<file path="config.mk">
export PLATFORM = sky130hd
export DESIGN_NAME = sw_debounce
export DESIGN_NICKNAME = d
export VERILOG_FILES = /design/src/rtl/sw_debounce.sv
export SDC_FILE = /design/constraint.sdc
export NUM_CORES = 1
export LEC_CHECK = 0
export CAP_MARGIN = 10
export CORE_MARGIN = 5
export CORE_UTILIZATION = 45
export DETAILED_ROUTE_END_ITERATION = 10
export PLACE_DENSITY = 0.66
export SLEW_MARGIN = 20
export SYNTH_ARGS = -nofsm -noshare
export SYNTH_HDL_FRONTEND = slang
export SYNTH_SLANG_ARGS = --single-unit
export TNS_END_PERCENT = 100
</file>
<file path="constraint.sdc">
create_clock -name clk -period 2.8 [get_ports clk]
set_input_delay 0.56 -clock clk [delete_from_list [all_inputs] [get_ports clk]]
set_output_delay 0.56 -clock clk [all_outputs]
set_load 0.02 [all_outputs]
</file>
<file path="src/rtl/sw_debounce.sv">
// Switch input conditioner.
// Each raw switch bit is brought into the clk domain through a plain
// flip-flop chain and then debounced by its own stability counter. The
// debounced level sw_clean only follows the synchronised level once that
// level has differed from it for CNT_MAX consecutive cycles. Registered
// per-bit rise/fall strobes and an any-change strobe accompany every update.
module sw_debounce #(
  parameter int WIDTH       = 8,
  parameter int SYNC_STAGES = 2,
  parameter int CNT_MAX     = 1000000
) (
  input  logic             clk,
  input  logic             rst_n,
  input  logic [WIDTH-1:0] sw_raw,
  output logic [WIDTH-1:0] sw_clean,
  output logic [WIDTH-1:0] sw_rise,
  output logic [WIDTH-1:0] sw_fall,
  output logic             changed
);

  // Counter only has to hold 0 .. CNT_MAX-1, but keep at least one bit.
  localparam int CNT_W = (CNT_MAX < 2) ? 1 : $clog2(CNT_MAX + 1);
  localparam logic [CNT_W-1:0] CNT_LAST = CNT_W'(CNT_MAX - 1);

  logic [WIDTH-1:0] sync_p [SYNC_STAGES];
  logic [WIDTH-1:0] s;

  logic [CNT_W-1:0] cnt     [WIDTH];
  logic [CNT_W-1:0] cnt_nxt [WIDTH];
  logic [WIDTH-1:0] clean_nxt;
  logic [WIDTH-1:0] rise_nxt;
  logic [WIDTH-1:0] fall_nxt;

  // One step of a stability counter. The caller guarantees the counter is
  // below CNT_LAST, so the increment can never wrap.
  function automatic logic [CNT_W-1:0] cnt_step(input logic [CNT_W-1:0] c);
    return c + CNT_W'(1);
  endfunction

  // Synchroniser chain: pure flop-to-flop, no logic between stages.
  always_ff @(posedge clk or negedge rst_n) begin
    if (!rst_n) begin
      for (int k = 0; k < SYNC_STAGES; k++) begin
        sync_p[k] <= '0;
      end
    end else begin
      sync_p[0] <= sw_raw;
      for (int k = 1; k < SYNC_STAGES; k++) begin
        sync_p[k] <= sync_p[k-1];
      end
    end
  end

  assign s = sync_p[SYNC_STAGES-1];

  // Per-bit debounce decision: restart the window whenever the synchronised
  // level agrees with sw_clean, accept the new level on the last count.
  always_comb begin
    cnt_nxt   = cnt;
    clean_nxt = sw_clean;
    for (int i = 0; i < WIDTH; i++) begin
      if (s[i] == sw_clean[i]) begin
        cnt_nxt[i] = '0;
      end else if (cnt[i] == CNT_LAST) begin
        clean_nxt[i] = s[i];
        cnt_nxt[i]   = '0;
      end else begin
        cnt_nxt[i] = cnt_step(cnt[i]);
      end
    end
    rise_nxt = clean_nxt & ~sw_clean;
    fall_nxt = ~clean_nxt & sw_clean;
  end

  // Counters, debounced level and strobes all update on the same edge so the
  // strobes line up with the first cycle sw_clean shows its new value.
  always_ff @(posedge clk or negedge rst_n) begin
    if (!rst_n) begin
      for (int i = 0; i < WIDTH; i++) begin
        cnt[i] <= '0;
      end
      sw_clean <= '0;
      sw_rise  <= '0;
      sw_fall  <= '0;
      changed  <= 1'b0;
    end else begin
      cnt      <= cnt_nxt;
      sw_clean <= clean_nxt;
      sw_rise  <= rise_nxt;
      sw_fall  <= fall_nxt;
      changed  <= |(rise_nxt | fall_nxt);
    end
  end

endmodule

</file>
==> results.yml, run 1 <==
timing:
  largest_clock_skew_in_the_final_design_ns: 0.0116
  layout_worst_path_cycle_share: 0.947
  grt_setup_unrepaired: "false"
  fin_crit_ns: 2.65
  finalHoldViolCount: 0
  layout_setup_ws_ns: 0.149
  finalSetupViolCount: 0
  fmax_mhz: 377
  slew_viol_final: 0
  tightestPinTransition_ns: 0.650
  setup_total_negative_slack_ns: 0
  max_slew_margin: 0.563
floorplan:
  effective_utilization_at_floorplan: 0.455
  floorplan.die_area_um2: 24100
  placeableCoreArea_um2: 20900
  die_h_um: 155
  die_w_um: 155
  io_pins: 35
  row_count: 53
worst_setup_path:
  regToRegSetupSlack_ns: 0.15
  cp_slowest_cell: "sky130_fd_sc_hd__or4_1"
  setup.worst_path.end_class: "flip-flop"
  gate_family_responsible_for_the_most_delay_along_the_worst_path: "simple AND/OR/NAND/NOR gates"
  cp_max_fanout: 2
  required_time_worst_endpoint_ns: 3.19
  path_buf_inv: 0
  critPathArrivalTime_ns: 3.05
  crit_path_cell_trace: "or4_1, nor4_1, and3_1, mux2_1, ha_1, nand4_1, or2_2"
  start_kind: "flip-flop"
  criticalPathCategory: "flip-flop to flip-flop"
  slowest_delay_ns: 0.52
yosys:
  yosys_warnings: 0
  synth_seq_area_share: 0.530
  ys_types: 40
  synth.avg_cell_area_um2: 10.1
  synth.ff_latch_count: 201
  netlist_area_um2: 9500
  netlist_instances: 941
  syn_nets: 975
clock_network:
  clk_path_buf_depth: 3
  worst_skew_pair.late_latency_ns: 0.51
  tritoncts.num_buffers: 23
  htree_levels: 1
  clock_tree.root_cell: "sky130_fd_sc_hd__clkbuf_16"
  clkSinkCount: 201
  cts_tree: "done"
  clkTransAtPathRegs_ns: 0.06
  cts-hold-fix-buffers: 0
route:
  viasPerCell: 5.39
  drtAntennaViolNets: 0
  initialDrtViolationCount: 318
  route.vias.total: 6924
  detail_route.first_pass.iterations: 4
  post-route-drc-count: 0
  route.detailed.wl_per_inst_um: 14.2
  detail_route.wirelength_mm: 18.3
placed_design:
  place.detailed.hpwl_mm: 12.4
  finalWeightedCongestion: 0.804
  io_buffer_count: 34
  pre_cts_slack_ns: 0.137
  placed_cells: 1243
global_route:
  grt_overflow: 0
  gr-usage-met3: 0.0234
  grt_max_degree: 71
  grt_pass1_vias: 6930
  met1_usage: 0.224
  first_pass_grt_wire_length_mm: 32.6
  groute.usage.overall: 0.157
  antenna_found_initial: 0
  global_route.usage.met2: 0.253
  grt_busiest_layer: "met2"
final_layout:
  drive_gt1_frac: 0.0713
  final_common_cell: "sky130_fd_sc_hd__dfrtp_1"
  final_nets: 1027
  num_antenna_cells: 0
  mostFrequentLayoutCells: "sky130_fd_sc_hd__dfrtp_1, sky130_fd_sc_hd__nor2_1, sky130_fd_sc_hd__nand3_1, sky130_fd_sc_hd__nand2_1, sky130_fd_sc_hd__a21oi_1"
  areaGrowthSynthToFinish_pct: 16.4
  final-instance-count-excl-fill: 1285
power_and_ir_drop:
  fin_total_pwr_w: 0.00624
  p_leak_nw: 4.49
  pwr_density_cell_nw_per_um2: 565
  irDropWorstVdd_mv: 0.409
min_path:
  timing.hold.worst.class: "input port to async pin"
run_status:
  status: "finished clean"
flow_run:
  cap_viol_max_count: 0
metal layers:
metal / part of all wire / vias up / wire, um
met5: 0 / - / 0
met4: 0.023 / 0 / 414
met3: 0.032 / 33 / 585
met2: 0.46 / 88 / 8490
met1: 0.48 / 3362 / 8810
li1: - / 3441 / -
registers in the layout (all words and copies together) (netlist names):
register / count
sw_clean: 8
sync_p: 8
sw_rise: 8
s: 8
cnt: 160
sw_fall: 8
changed: 1
Yosys cell counts:
library cell,n,area share
sky130_fd_sc_hd__a31o_2,3,0.0028
sky130_fd_sc_hd__or2_2,2,0.0013
sky130_fd_sc_hd__mux2_1,6,0.0071
sky130_fd_sc_hd__or4b_1,2,0.0021
sky130_fd_sc_hd__inv_1,40,0.016
sky130_fd_sc_hd__nor2_1,114,0.045
sky130_fd_sc_hd__nand3_2,3,0.0032
sky130_fd_sc_hd__xor2_1,50,0.046
sky130_fd_sc_hd__or2_0,1,0.00066
sky130_fd_sc_hd__nand4b_1,2,0.0018
sky130_fd_sc_hd__o21ai_1,12,0.0063
sky130_fd_sc_hd__nor4bb_1,1,0.0011
sky130_fd_sc_hd__xnor2_1,49,0.045
sky130_fd_sc_hd__mux2_2,2,0.0024
sky130_fd_sc_hd__nor2b_1,1,0.00066
sky130_fd_sc_hd__mux2i_1,10,0.011
sky130_fd_sc_hd__nand3_1,58,0.031
sky130_fd_sc_hd__ha_1,24,0.032
sky130_fd_sc_hd__clkbuf_1,23,0.0091
sky130_fd_sc_hd__and3b_1,1,0.00092
sky130_fd_sc_hd__nand2_1,51,0.020
sky130_fd_sc_hd__buf_1,1,0.00039
sky130_fd_sc_hd__or4_1,32,0.025
sky130_fd_sc_hd__nor3_1,22,0.012
sky130_fd_sc_hd__or2_1,3,0.0020
sky130_fd_sc_hd__and2_1,5,0.0033
sky130_fd_sc_hd__and4_1,6,0.0055
sky130_fd_sc_hd__or3_1,34,0.022
sky130_fd_sc_hd__o21ai_0,25,0.013
sky130_fd_sc_hd__dfrtp_1,201,0.53
sky130_fd_sc_hd__a21oi_1,51,0.027
sky130_fd_sc_hd__and3_1,19,0.013
sky130_fd_sc_hd__nor4b_1,5,0.0046
sky130_fd_sc_hd__nor4_1,23,0.015
sky130_fd_sc_hd__o31ai_1,21,0.017
sky130_fd_sc_hd__nand2b_1,2,0.0013
sky130_fd_sc_hd__nand4_2,2,0.0026
sky130_fd_sc_hd__nand3b_1,2,0.0016
sky130_fd_sc_hd__nand4_1,30,0.020
sky130_fd_sc_hd__buf_2,2,0.0011
per-stage QoR:
step | util | area, um^2 | hold slack, ns
floorplan | - | 9500 | 0.264
global placement | 0.491 | 10300 | 0.332
detailed placement | 0.491 | 10300 | 0.335
CTS | 0.529 | 11000 | 0.0534
global route | 0.529 | 11100 | 0.0791
finish | 0.529 | 11100 | 0.0446
report_power, final:
group	internal, W	switching (W)	leakage (nW)
combinational	0.0000599	0.000126	1.35
sequential	0.00295	0.0000428	2.75
clock	0.00191	0.00116	0.388
cell families after synthesis:
family,synth area share
xor gates and xnor gates,0.0913
and+or+nand+nor,0.235
buffers and inverters,0.0264
DFF,0.530
adders and majority gates,0.0316
AOI/OAI and AO/OA,0.0658
muxes,0.0200
timing repair:
item                                    CTS  global route
endpoints found under the setup margin    0             1
gates resized for setup                   0             1
setup buffers                             0             0
worst paths after layout:
check	startpoint	to	cells past startpoint
max in group asynchronous	rst_n	cnt[16]	2
min reg2reg	sync_p[10]	s[2]	0
max reg2reg	cnt[146]	changed	7
min in group clk	sync_p[10]	s[2]	0
max	cnt[146]	changed	7
min	rst_n	cnt[137]	1
layout make-up:
type / instances / area (um^2)
clock inverter: 8 / 130
sequential: 201 / 5030
fill: 1897 / 9840
clock buffer: 34 / 657
multi-input combinational: 674 / 4240
inverter: 40 / 150
timing repair buffer: 53 / 499
tap: 275 / 344
Power figures use the tool's default switching activity.
==> run 2: changes to the inputs <==
--- a/config.mk
+++ b/config.mk
@@ -10,6 +10,7 @@
 export CORE_UTILIZATION = 45
 export DETAILED_ROUTE_END_ITERATION = 10
 export PLACE_DENSITY = 0.66
+export SKIP_LAST_GASP = 1
 export SLEW_MARGIN = 20
 export SYNTH_ARGS = -nofsm -noshare
 export SYNTH_HDL_FRONTEND = slang
==> results of run 2 <==
The final DEF is identical to that of run 1; final timing and power are the same.
==> run 3: changes to the inputs <==
--- a/config.mk
+++ b/config.mk
@@ -10,7 +10,6 @@
 export CORE_UTILIZATION = 45
 export DETAILED_ROUTE_END_ITERATION = 10
 export PLACE_DENSITY = 0.66
-export SKIP_LAST_GASP = 1
 export SLEW_MARGIN = 20
 export SYNTH_ARGS = -nofsm -noshare
 export SYNTH_HDL_FRONTEND = slang
==> results of run 3 <==
The final DEF is identical to that of run 1; final timing and power are the same.
